$ cat src/rtl/conv_pkg.sv
// ---------------------------------------------------------------------------
// conv_pkg
// Shared definitions for the 2x2 convolution scheduler and its valid tracker.
//   PIX_W        : IFM pixel / weight width
//   OFM_W        : datapath result width (4*15*15 = 900 fits, no saturation)
//   PIPE_STAGES  : register stages in the convolution datapath
//   ST_*         : scheduler FSM state encodings
//   num_windows  : stride-1 2x2 window count for a tile
// ---------------------------------------------------------------------------
package conv_pkg;

   localparam int PIX_W       = 4;
   localparam int OFM_W       = 12;
   localparam int PIPE_STAGES = 4;

   typedef logic [2:0] state_t;

   localparam state_t ST_IDLE    = 3'd0;
   localparam state_t ST_LOAD    = 3'd1;
   localparam state_t ST_COMPUTE = 3'd2;
   localparam state_t ST_FLUSH   = 3'd3;
   localparam state_t ST_DONE    = 3'd4;

   function automatic int num_windows(input int w, input int h);
      return (w - 1) * (h - 1);
   endfunction

endpackage

$ cat src/rtl/conv_vld_tracker.sv
// ---------------------------------------------------------------------------
// conv_vld_tracker
// Tracks which datapath register stages hold real data and derives the
// datapath advance strobe and the result handshake.
//   clk, rst_n    : clock, asynchronous active-low reset
//   i_issue       : a real window is offered this cycle (COMPUTE)
//   i_flush       : draining the pipe with don't-care pixels (FLUSH)
//   i_ofm_ready   : consumer accepts the presented result
//   o_adv         : datapath advance (conv_in_valid)
//   o_hs          : result handshake this cycle
//   o_vld         : per-stage valid; bit 0 input regs .. top bit conv_ofm
// ---------------------------------------------------------------------------
module conv_vld_tracker
   import conv_pkg::*;
(
   input  logic                   clk,
   input  logic                   rst_n,
   input  logic                   i_issue,
   input  logic                   i_flush,
   input  logic                   i_ofm_ready,
   output logic                   o_adv,
   output logic                   o_hs,
   output logic [PIPE_STAGES-1:0] o_vld
);

   logic [PIPE_STAGES-1:0] r_vld;
   logic                   w_front_busy;
   logic                   w_out_free;

   assign w_front_busy = |r_vld[PIPE_STAGES-2:0];
   // The output register may be overwritten only if it is empty or being
   // consumed this very cycle; otherwise the whole pipe freezes.
   assign w_out_free   = !r_vld[PIPE_STAGES-1] || i_ofm_ready;
   // Flushing only advances while something real is still upstream, so the
   // datapath never toggles on pure bubbles.
   assign o_adv = w_out_free && (i_issue || (i_flush && w_front_busy));
   assign o_hs  = r_vld[PIPE_STAGES-1] && i_ofm_ready;
   assign o_vld = r_vld;

   always_ff @(posedge clk or negedge rst_n) begin
      if (!rst_n) begin
         r_vld <= '0;
      end else if (o_adv) begin
         r_vld <= {r_vld[PIPE_STAGES-2:0], i_issue};
      end else if (o_hs) begin
         r_vld[PIPE_STAGES-1] <= 1'b0;
      end
   end

endmodule

$ cat src/rtl/conv2x2_scheduler.sv
// ---------------------------------------------------------------------------
// conv2x2_scheduler
// Buffers one IFM tile, latches one 2x2 kernel and issues every stride-1
// window to an external 4-stage convolution datapath, returning results over
// a valid/ready handshake.
//   clk, rst_n            : clock, asynchronous active-low reset
//   start                 : begin a job (sampled in IDLE only)
//   w_1..w_4              : kernel weights, latched on an accepted start
//   pix_valid, pix_data   : raster-order IFM pixel stream
//   pix_ready             : high in LOAD
//   conv_in_valid         : datapath advance strobe
//   conv_ifm_1..4         : window pixels TL, TR, BL, BR
//   conv_w_1..4           : latched weights
//   conv_ofm              : datapath result register
//   ofm_valid/data/last   : result presentation, last = final window
//   ofm_ready             : consumer accepts result
//   busy                  : state is not IDLE
//   done                  : one-cycle pulse at job end
// ---------------------------------------------------------------------------
module conv2x2_scheduler
   import conv_pkg::*;
#(
   parameter int IFM_W = 8,
   parameter int IFM_H = 8
)
(
   input  logic             clk,
   input  logic             rst_n,
   input  logic             start,
   input  logic [PIX_W-1:0] w_1,
   input  logic [PIX_W-1:0] w_2,
   input  logic [PIX_W-1:0] w_3,
   input  logic [PIX_W-1:0] w_4,
   input  logic             pix_valid,
   input  logic [PIX_W-1:0] pix_data,
   output logic             pix_ready,
   output logic             conv_in_valid,
   output logic [PIX_W-1:0] conv_ifm_1,
   output logic [PIX_W-1:0] conv_ifm_2,
   output logic [PIX_W-1:0] conv_ifm_3,
   output logic [PIX_W-1:0] conv_ifm_4,
   output logic [PIX_W-1:0] conv_w_1,
   output logic [PIX_W-1:0] conv_w_2,
   output logic [PIX_W-1:0] conv_w_3,
   output logic [PIX_W-1:0] conv_w_4,
   input  logic [OFM_W-1:0] conv_ofm,
   output logic             ofm_valid,
   output logic [OFM_W-1:0] ofm_data,
   output logic             ofm_last,
   input  logic             ofm_ready,
   output logic             busy,
   output logic             done
);

   localparam int NPIX = IFM_W * IFM_H;
   localparam int NWIN = num_windows(IFM_W, IFM_H);
   localparam int PCW  = $clog2(NPIX + 1);
   localparam int AW   = $clog2(NPIX);
   localparam int RW   = $clog2(IFM_H);
   localparam int CW   = $clog2(IFM_W);
   localparam int RCW  = $clog2(NWIN + 1);

   localparam logic [AW-1:0] ROW_STEP = AW'(IFM_W);

   state_t           r_state;
   logic [PCW-1:0]   r_pix_cnt;
   logic [RW-1:0]    r_row;
   logic [CW-1:0]    r_col;
   logic [RCW-1:0]   r_res_cnt;
   logic [PIX_W-1:0] r_w1;
   logic [PIX_W-1:0] r_w2;
   logic [PIX_W-1:0] r_w3;
   logic [PIX_W-1:0] r_w4;
   logic [PIX_W-1:0] r_ifm [0:NPIX-1];

   logic                   w_pix_acc;
   logic                   w_last_pix;
   logic                   w_last_win;
   logic                   w_last_col;
   logic                   w_issue;
   logic                   w_flush;
   logic                   w_win_en;
   logic                   w_adv;
   logic                   w_hs;
   logic [PIPE_STAGES-1:0] w_vld;
   logic [AW-1:0]          w_idx_tl;
   logic [AW-1:0]          w_idx_tr;
   logic [AW-1:0]          w_idx_bl;
   logic [AW-1:0]          w_idx_br;

   assign w_pix_acc  = (r_state == ST_LOAD) && pix_valid;
   assign w_last_pix = (r_pix_cnt == PCW'(NPIX - 1));
   assign w_last_col = (r_col == CW'(IFM_W - 2));
   assign w_last_win = w_last_col && (r_row == RW'(IFM_H - 2));
   assign w_issue    = (r_state == ST_COMPUTE);
   assign w_flush    = (r_state == ST_FLUSH);
   assign w_win_en   = w_issue || w_flush;

   conv_vld_tracker u_vld (
      .clk         (clk),
      .rst_n       (rst_n),
      .i_issue     (w_issue),
      .i_flush     (w_flush),
      .i_ofm_ready (ofm_ready),
      .o_adv       (w_adv),
      .o_hs        (w_hs),
      .o_vld       (w_vld)
   );

   // Window addresses. The row/col counters stop on the last window, so the
   // FLUSH phase keeps presenting those pixels and the datapath inputs stay
   // quiet while the pipe drains.
   assign w_idx_tl = AW'(r_row) * ROW_STEP + AW'(r_col);
   assign w_idx_tr = w_idx_tl + AW'(1);
   assign w_idx_bl = w_idx_tl + ROW_STEP;
   assign w_idx_br = w_idx_bl + AW'(1);

   // Pixels are forced to zero outside COMPUTE/FLUSH so the outputs have a
   // defined value even though the tile buffer itself is never reset.
   assign conv_ifm_1 = w_win_en ? r_ifm[w_idx_tl] : '0;
   assign conv_ifm_2 = w_win_en ? r_ifm[w_idx_tr] : '0;
   assign conv_ifm_3 = w_win_en ? r_ifm[w_idx_bl] : '0;
   assign conv_ifm_4 = w_win_en ? r_ifm[w_idx_br] : '0;

   assign conv_w_1 = r_w1;
   assign conv_w_2 = r_w2;
   assign conv_w_3 = r_w3;
   assign conv_w_4 = r_w4;

   assign conv_in_valid = w_adv;
   assign pix_ready     = (r_state == ST_LOAD);
   assign busy          = (r_state != ST_IDLE);
   assign done          = (r_state == ST_DONE);
   assign ofm_valid     = w_vld[PIPE_STAGES-1];
   assign ofm_data      = conv_ofm;
   assign ofm_last      = ofm_valid && (r_res_cnt == RCW'(NWIN - 1));

   // Tile buffer: pure data storage, written in raster order during LOAD.
   always_ff @(posedge clk) begin
      if (w_pix_acc) begin
         r_ifm[r_pix_cnt[AW-1:0]] <= pix_data;
      end
   end

   always_ff @(posedge clk or negedge rst_n) begin
      if (!rst_n) begin
         r_state   <= ST_IDLE;
         r_pix_cnt <= '0;
         r_row     <= '0;
         r_col     <= '0;
         r_res_cnt <= '0;
         r_w1      <= '0;
         r_w2      <= '0;
         r_w3      <= '0;
         r_w4      <= '0;
      end else begin
         if (w_hs) begin
            r_res_cnt <= r_res_cnt + 1'b1;
         end
         case (r_state)
            ST_IDLE: begin
               if (start) begin
                  r_state   <= ST_LOAD;
                  r_w1      <= w_1;
                  r_w2      <= w_2;
                  r_w3      <= w_3;
                  r_w4      <= w_4;
                  r_pix_cnt <= '0;
                  r_row     <= '0;
                  r_col     <= '0;
                  r_res_cnt <= '0;
               end
            end
            ST_LOAD: begin
               if (pix_valid) begin
                  r_pix_cnt <= r_pix_cnt + 1'b1;
                  if (w_last_pix) begin
                     r_state <= ST_COMPUTE;
                  end
               end
            end
            ST_COMPUTE: begin
               if (w_adv) begin
                  if (w_last_win) begin
                     r_state <= ST_FLUSH;
                  end else if (w_last_col) begin
                     r_col <= '0;
                     r_row <= r_row + 1'b1;
                  end else begin
                     r_col <= r_col + 1'b1;
                  end
               end
            end
            ST_FLUSH: begin
               // Once nothing is upstream, the presented result is the last
               // window; leaving needs its handshake.
               if ((w_vld[PIPE_STAGES-2:0] == '0) && w_hs) begin
                  r_state <= ST_DONE;
               end
            end
            ST_DONE: begin
               r_state <= ST_IDLE;
            end
            default: begin
               r_state <= ST_IDLE;
            end
         endcase
      end
   end

endmodule

$ cat config.mk
export PLATFORM = sky130hd
export DESIGN_NAME = conv2x2_scheduler
export DESIGN_NICKNAME = d
export VERILOG_FILES = /design/src/rtl/conv_pkg.sv /design/src/rtl/conv_vld_tracker.sv /design/src/rtl/conv2x2_scheduler.sv
export SDC_FILE = /design/constraint.sdc
export NUM_CORES = 1
export LEC_CHECK = 0
export ABC_CLOCK_PERIOD_IN_PS = 12900
export CAP_MARGIN = 40
export CORE_MARGIN = 2
export CORE_UTILIZATION = 50
export DETAILED_ROUTE_END_ITERATION = 8
export PLACE_DENSITY = 0.65
export REMOVE_ABC_BUFFERS = 1
export SYNTH_ARGS = -nofsm -noshare
export SYNTH_HDL_FRONTEND = slang
export SYNTH_HIERARCHICAL = 1
export SYNTH_SLANG_ARGS = --single-unit
export TNS_END_PERCENT = 20
$ cat constraint.sdc
create_clock -name clk -period 12.9 [get_ports clk]
set_clock_uncertainty 0.15 [all_clocks]
set_input_delay 2.58 -clock clk [delete_from_list [all_inputs] [get_ports clk]]
set_output_delay 2.58 -clock clk [all_outputs]
set_load 0.03 [all_outputs]
## After elaboration in Yosys (flattened, before gate mapping)

Memory sizes are Yosys's and may differ from the RTL's.
Cells that the tools add are included.

- Register bits after elaboration: 42
- Bits in writable memories: 256
- Output and inout bits: 50
- Logic and storage cells: 89
- Memories kept: 1

Memory list:

| name | depth | bits a word | read ports | clocked after Yosys merged registers in | wr ports | line | RTL |
|---|---|---|---|---|---|---|---|
| r_ifm | 64 | 4 | 4 | 0 | 1 | conv2x2_scheduler.sv:74 | `logic [PIX_W-1:0] r_ifm [0:NPIX-1];` |

- $add $sub $neg: 8
- Equal/unequal tests: 16
- Multiplexer cells: 30
- Reduce and logical (&&, ||, !) cells: 23

Operators with widths:

| kind | count |
|---|---|
| $mux W3 | 13 |
| $add A6 B1 Y6 const B | 3 |
| $mux W6 | 3 |
| $mux W4 | 4 |
| $mux W7 | 2 |
| $ne A2 B2 Y1 const B | 7 |
| $pmux W7 S2 | 1 |
| $pmux W3 S2 | 2 |
| $pmux W3 S4 | 1 |
| $eq A3 B3 Y1 const B | 3 |
| $add A7 B1 Y7 const B | 1 |
| $eq A7 B6 Y1 const B | 1 |
| $logic_and A1 B1 Y1 | 7 |
| $add A3 B1 Y3 const B | 2 |
| $add A6 B3 Y6 | 1 |
| $add A6 B4 Y6 const B | 1 |
| $eq A3 B2 Y1 const B | 2 |
| $eq A6 B6 Y1 const B | 1 |
| $logic_not A3 Y1 | 2 |
| $reduce_and A6 Y1 | 1 |
| $reduce_bool A2 Y1 | 3 |
| $reduce_and A5 Y1 | 1 |
| $mux W1 | 4 |
| $reduce_and A4 Y1 | 1 |
| 8 further kinds | 10 |

## Depth between registers and ports, before layout

- Word-level depth: 6
- Gate-level depth with buffers: 14
- Gate-level depth less buffers: 11

## Cells and area by module

Netlist, hierarchy kept.

By module, submodules not included:

| module | instances | cells an instance | area an instance (µm²) |
|---|---|---|---|
| conv2x2_scheduler | 1 | 995 | 15,187.1 |
| conv_vld_tracker | 1 | 15 | 200.2 |

## Worst setup path before layout

OpenSTA, ideal clock, no wires.

- Path type: register to output
- From: reg r_col[0]
- To: out conv_ifm_2[3]
- Arrival time: 3.318 ns
- Slack: 6.852 ns
- Stages on the path, launching flop included: 15
- Cell sequence: dfrtp_1 > buf_6 > buf_6 > buf_4 > buf_4 > inv_1 > ha_1 > buf_2 > buf_2 > clkbuf_1 > nor2_1 > a32oi_1 > o21ai_1 > mux2_2 > o221ai_1

- Cells in the longest elaborated chain, start to end: 4

RTL lines:

| what | line | RTL |
|---|---|---|
| start: declaration | conv2x2_scheduler.sv:68 | `logic [CW-1:0] r_col;` |
| start signal: assignment | conv2x2_scheduler.sv:190 | `r_col <= r_col + 1'b1;` |
| $add A6 B3 Y6 | conv2x2_scheduler.sv:113 | `assign w_idx_tl = AW'(r_row) * ROW_STEP + AW'(r_col);` |
| $add A6 B1 Y6 | conv2x2_scheduler.sv:114 | `assign w_idx_tr = w_idx_tl + AW'(1);` |
| $mem_v2 Z64 W4 | - |  |
| $mux W4 | conv2x2_scheduler.sv:121 | `assign conv_ifm_2 = w_win_en ? r_ifm[w_idx_tr] : '0;` |
| end: declaration | conv2x2_scheduler.sv:39 | `output logic [PIX_W-1:0] conv_ifm_2,` |

No other way between the ends.

## Worst setup path in the final report

- From: reg r_row[0]
- To: out conv_ifm_4[3]

- Cells in the longest elaborated chain, start to end: 5

RTL lines:

| what | line | RTL |
|---|---|---|
| start: declaration | conv2x2_scheduler.sv:67 | `logic [RW-1:0] r_row;` |
| start signal: assignment | conv2x2_scheduler.sv:188 | `r_row <= r_row + 1'b1;` |
| $add A6 B3 Y6 | conv2x2_scheduler.sv:113 |  |
| $add A6 B4 Y6 | conv2x2_scheduler.sv:115 | `assign w_idx_bl = w_idx_tl + ROW_STEP;` |
| $add A6 B1 Y6 | conv2x2_scheduler.sv:116 | `assign w_idx_br = w_idx_bl + AW'(1);` |
| $mem_v2 Z64 W4 | - |  |
| $mux W4 | conv2x2_scheduler.sv:123 | `assign conv_ifm_4 = w_win_en ? r_ifm[w_idx_br] : '0;` |
| end: declaration | conv2x2_scheduler.sv:41 | `output logic [PIX_W-1:0] conv_ifm_4,` |

No other way between the ends.

==> flow_summary.html <==
<table>
<tr><th>Metric</th><th>Value</th></tr>
<tr><th colspan="2">Floorplanning</th></tr>
<tr><td>Die W</td><td>between 150 and 200 um</td></tr>
<tr><td>Die Footprint</td><td>32190 um2</td></tr>
<tr><td>Std-Cell Rows</td><td>between 60 and 70</td></tr>
<tr><td>Total core area</td><td>30430 um2</td></tr>
<tr><td>Die extent in y</td><td>179.4 um</td></tr>
<tr><td>Initial standard-cell utilization of the core</td><td>between 50% and 60%</td></tr>
<tr><td>I/O Pins</td><td>87</td></tr>
<tr><th colspan="2">Worst hold path</th></tr>
<tr><td>Class of the tightest hold or removal check</td><td>reg -&gt; reg</td></tr>
<tr><td>Hold path endpoint</td><td>conv_w_2[1]</td></tr>
<tr><td>Hold path startpoint</td><td>conv_w_2[1]</td></tr>
<tr><td>Cells on Worst Hold Path</td><td>1</td></tr>
<tr><th colspan="2">Synthesis</th></tr>
<tr><td>Number of enable flip-flop cells after synthesis</td><td>256</td></tr>
<tr><td>Dominant cell type by area after synthesis</td><td>sky130_fd_sc_hd__edfxtp_1</td></tr>
<tr><td>Area fraction in compound gates after synthesis</td><td>4.708%</td></tr>
<tr><td>Synth top cells by count</td><td>256 x sky130_fd_sc_hd__edfxtp_1, 129 x sky130_fd_sc_hd__mux4_2, 106 x sky130_fd_sc_hd__nor2_1</td></tr>
<tr><td>Share of cell area taken by muxes after synthesis</td><td>25.35%</td></tr>
<tr><td>Part of the Yosys area used for sequential elements</td><td>56.79%</td></tr>
<tr><td>Adder-cell share of the synthesized area</td><td>less than 1%</td></tr>
<tr><td>Synth Register Bits</td><td>298</td></tr>
<tr><td>Warning count from the yosys run</td><td>6</td></tr>
<tr><td>Top flip-flop cell by instance count after synthesis</td><td>sky130_fd_sc_hd__edfxtp_1</td></tr>
<tr><td>Cell area after technology mapping</td><td>15390 um2</td></tr>
<tr><td>Area share of the largest cell type after synthesis</td><td>about half</td></tr>
<tr><td>Most area-consuming cells after synthesis</td><td>sky130_fd_sc_hd__edfxtp_1 50%, sky130_fd_sc_hd__mux4_2 19%, sky130_fd_sc_hd__dfrtp_1 6.8%</td></tr>
<tr><td>Netlist cell types</td><td>58</td></tr>
<tr><td>Post-synthesis instance total</td><td>1010</td></tr>
<tr><td>Xor and xnor fraction of the mapped netlist area</td><td>between 1 and 1.5%</td></tr>
<tr><td>Fraction of the mapped netlist area in simple logic gates</td><td>between 8 and 9%</td></tr>
<tr><td>Combinational family with the most area after synthesis</td><td>multiplexers</td></tr>
<tr><td>Most common cell in the netlist</td><td>sky130_fd_sc_hd__edfxtp_1</td></tr>
<tr><td>Share of flip-flops with an asynchronous set or reset after synthesis</td><td>14.09%</td></tr>
<tr><td>Average cell area after synthesis</td><td>15.23 um2</td></tr>
<tr><th colspan="2">STA</th></tr>
<tr><td>Final setup margin</td><td>between 5 and 6 ns</td></tr>
<tr><td>Number of pins exceeding their max-slew limit in the final report</td><td>0</td></tr>
<tr><td>RSZ-0062 raised after global routing</td><td>no</td></tr>
<tr><td>Number of endpoints with negative hold slack in the final report</td><td>0</td></tr>
<tr><td>Peak clock frequency supported by timing</td><td>134.2 MHz</td></tr>
<tr><td>Final critical-path share of the clock period</td><td>57.78%</td></tr>
<tr><td>Setup violation total in the final timing report</td><td>0</td></tr>
<tr><td>Worst slew margin relative to its limit</td><td>44.61%</td></tr>
<tr><td>Actual slew at the worst max-slew pin</td><td>between 0.8 and 0.9 ns</td></tr>
<tr><td>Sum of negative setup slack</td><td>0 ns</td></tr>
<tr><td>Post-layout min period</td><td>7.453 ns</td></tr>
<tr><th colspan="2">CTS</th></tr>
<tr><td>Register clock-pin slew on the reported worst setup and hold paths</td><td>0.06 ns</td></tr>
<tr><td>Clock tree from TritonCTS</td><td>done</td></tr>
<tr><td>Clock network latency to the later pin of the worst-skew pair</td><td>0.58 ns</td></tr>
<tr><td>Clock sinks</td><td>298</td></tr>
<tr><td>Total CTS buffers</td><td>31</td></tr>
<tr><td>Gates resized, CTS repair</td><td>0</td></tr>
<tr><td>Post CTS Setup Buffer Count</td><td>0</td></tr>
<tr><td>Total number of H-tree levels</td><td>1</td></tr>
<tr><td>Clk Tree Root Cell</td><td>sky130_fd_sc_hd__clkbuf_16</td></tr>
<tr><td>CTS hold repair buffers</td><td>0</td></tr>
<tr><td>Longest Clk Path Bufs</td><td>3</td></tr>
<tr><th colspan="2">Critical path</th></tr>
<tr><td>Critical Path AT</td><td>4.72 ns</td></tr>
<tr><td>Reg2reg end</td><td>r_ifm[46][1]</td></tr>
<tr><td>Number of cells on the worst reg-to-reg path</td><td>7</td></tr>
<tr><td>Slack of the worst reg-to-reg path</td><td>9.37 ns</td></tr>
<tr><td>Delay of the slowest critical-path stage</td><td>0.64 ns</td></tr>
<tr><td>Cell with the largest stage delay on the worst path</td><td>sky130_fd_sc_hd__xor2_1</td></tr>
<tr><td>Maximum net fanout on the critical path</td><td>40</td></tr>
<tr><td>Crit path capture type</td><td>primary output</td></tr>
<tr><td>Required arrival time at the worst endpoint</td><td>slightly above 10 ns</td></tr>
<tr><td>CP Class</td><td>reg -&gt; out</td></tr>
<tr><td>FF-to-FF Start</td><td>r_state[1]</td></tr>
<tr><td>Depth of the critical timing path with buffers and inverters included</td><td>9</td></tr>
<tr><td>Buffer and inverter count on the worst path</td><td>3</td></tr>
<tr><td>Type of origin of the critical path</td><td>flip-flop</td></tr>
<tr><td>Largest delay share family, worst path</td><td>buffers and inverters</td></tr>
<tr><td>Sequence of cells on the critical path</td><td>buf_4 &gt; inv_1 &gt; ha_1 &gt; xor2_1 &gt; mux4_2 &gt; o22ai_1 &gt; a211oi_1 &gt; a311o_1 &gt; clkdlybuf4s50_1</td></tr>
<tr><th colspan="2">Pwr</th></tr>
<tr><td>Switching Power</td><td>1342 uW</td></tr>
<tr><td>Combinational Power Share</td><td>42.8%</td></tr>
<tr><td>Leakage Power</td><td>0.005623 uW</td></tr>
<tr><td>Internal power</td><td>2314 uW</td></tr>
<tr><td>Portion of total power attributed to sequential cells</td><td>32.5%</td></tr>
<tr><td>Share of total power consumed by net switching</td><td>a little under two fifths</td></tr>
<tr><td>Clk pwr share</td><td>24.7%</td></tr>
<tr><td>Pwr per Cell Area</td><td>211.7 nW/um2</td></tr>
<tr><td>Worst vdd ir</td><td>0.1464 mV</td></tr>
<tr><th colspan="2">Cells and area</th></tr>
<tr><td>Final Instance Area</td><td>between 15000 and 20000 um2</td></tr>
<tr><td>Number of nets in the final layout</td><td>1087</td></tr>
<tr><td>Synth-to-Final Area Change</td><td>12.23%</td></tr>
<tr><td>Fraction of final layout cells with drive strength greater than 1</td><td>about a quarter</td></tr>
<tr><td>Antenna Cells</td><td>0</td></tr>
<tr><td>Fin util</td><td>56.75%</td></tr>
<tr><td>Filler-free cell count of the finished design</td><td>1464</td></tr>
<tr><th colspan="2">Outcome</th></tr>
<tr><td>Run status</td><td>finished, final reports clean</td></tr>
<tr><th colspan="2">Placed design</th></tr>
<tr><td>DPL Wire Length</td><td>27140 um</td></tr>
<tr><td>RD Place Congestion</td><td>0.9258</td></tr>
<tr><td>Count of placed standard cells including taps</td><td>1406</td></tr>
<tr><td>Number of port buffers</td><td>62</td></tr>
<tr><td>Dpl ws</td><td>5.947 ns</td></tr>
<tr><td>Post-detailed-placement cell area</td><td>16240 um2</td></tr>
<tr><th colspan="2">Drt</th></tr>
<tr><td>Average routed wire per standard cell</td><td>27.10 um</td></tr>
<tr><td>Final antenna-violating net count</td><td>0</td></tr>
<tr><td>Vias</td><td>9493</td></tr>
<tr><td>Drt via density</td><td>6.484</td></tr>
<tr><td>Remaining design rule violation count</td><td>0</td></tr>
<tr><td>Total Wirelength</td><td>39670 um</td></tr>
<tr><td>Router iterations before antenna repair</td><td>7</td></tr>
<tr><td>DR iter-0 viols</td><td>959</td></tr>
<tr><th colspan="2">GRT</th></tr>
<tr><td>Antenna violations before repair</td><td>0</td></tr>
<tr><td>Overflow left after global routing</td><td>0</td></tr>
<tr><td>Maximum number of pins on one net before global-route repair</td><td>65</td></tr>
<tr><td>Total Routing Usage GR</td><td>about 24%</td></tr>
<tr><td>First-pass GRT wire length</td><td>59270 um</td></tr>
<tr><td>Via count of the first global-routing pass</td><td>9417</td></tr>
<tr><th colspan="2">Job</th></tr>
<tr><td>Count of max-cap constraint violations</td><td>0</td></tr>
</table>
## area by class of cell
type | instances | area (um2)
fill | 2418 | 13160
multi-input combinational | 617 | 6156
clock buffer | 37 | 818.3
timing repair buffer | 80 | 787.0
inverter | 15 | 56.30
tap | 396 | 495.5
sequential | 298 | 8747
clock inverter | 21 | 209.0
## logic make-up (layout without fill, tap and decap cells)
group,Yosys count,after routing
flip-flops,298,298
multiplexers,207,207
AO/OA/AOI/OAI,107,107
adder cells (fa/ha/maj),7,7
AND/OR/NAND/NOR,278,278
buffers and inverters,95,153
XOR/XNOR,18,18
## sequential cells by signal, summed over array words and instances, names as in the netlist
name,cells
r_pix_cnt,7
conv_w_1,4
conv_w_3,4
r_ifm,256
r_col,3
conv_w_4,4
conv_w_2,4
r_row,3
u_vld/o_vld,4
r_state,3
r_res_cnt,6
## through the flow
stage	hold WS (ns)	power (uW)
2_1_floorplan	0.3432	2290
3_3_place_gp	0.3406	2734
3_5_place_dp	0.3447	2759
4_1_cts	0.3586	3658
5_1_grt	0.3785	3805
6_report	0.3561	3655
## layout by cell type, fill, tap and decap left out, drive strengths merged, types with 3 or more instances in the layout
cell type,instances
edfxtp,256
mux4,139
nor2,106
nand2,94
clkdlybuf4s50,57
dfrtp,42
clkbuf,37
mux2,35
mux2i,33
o21ai,26
buf,23
inv,18
nand3,17
a21oi,13
o211ai,12
a31oi,11
a211oi,11
xor2,11
clkinv,10
nor3,9
nor2b,8
nand4,7
a32oi,7
and2,7
ha,7
xnor2,7
and3,6
o22ai,6
a22oi,5
clkinvlp,5
or2,5
a211o,4
o221ai,4
nand2b,4
nand3b,3
or3,3
nor3b,3
bufinv,3
## power groups by stage
stage          clock, uW  combinational, uW  sequential, uW
2_1_floorplan          0                983            1310
3_3_place_gp           0               1530            1200
3_5_place_dp           0               1550            1210
4_1_cts              912               1560            1190
5_1_grt              952               1660            1200
6_report             903               1570            1190
## layer usage
layer | GRT usage [%] | routed length, um
met5 | 0 | 0
met4 | 9.106 | 1621
met3 | 4.437 | 3068
met1 | 35.17 | 16490
met2 | 37.50 | 18490
## worst max path at each step
stage / slack, ns / to / from
2_1_floorplan: 3.24 / conv_ifm_4[2] / r_col[0]
3_3_place_gp: 5.97 / conv_ifm_2[0] / r_col[1]
3_5_place_dp: 5.95 / conv_in_valid / ofm_ready
4_1_cts: 5.49 / conv_ifm_4[3] / r_row[0]
5_1_grt: 5.25 / conv_ifm_4[3] / r_row[0]
6_report: 5.45 / conv_ifm_4[3] / r_row[0]
## worst reg2reg max path, stage by stage, from the launching register on
cell and delay (ns):
sky130_fd_sc_hd__dfrtp_1 0.45, sky130_fd_sc_hd__inv_1 0.22, sky130_fd_sc_hd__nand3_1 0.19, sky130_fd_sc_hd__inv_1 0.24
sky130_fd_sc_hd__and2_1 0.24, sky130_fd_sc_hd__nor2b_1 0.35, sky130_fd_sc_hd__nand3_1 0.65, sky130_fd_sc_hd__nor2_1 0.66
Note: power is estimated with default switching activity, not from simulation.
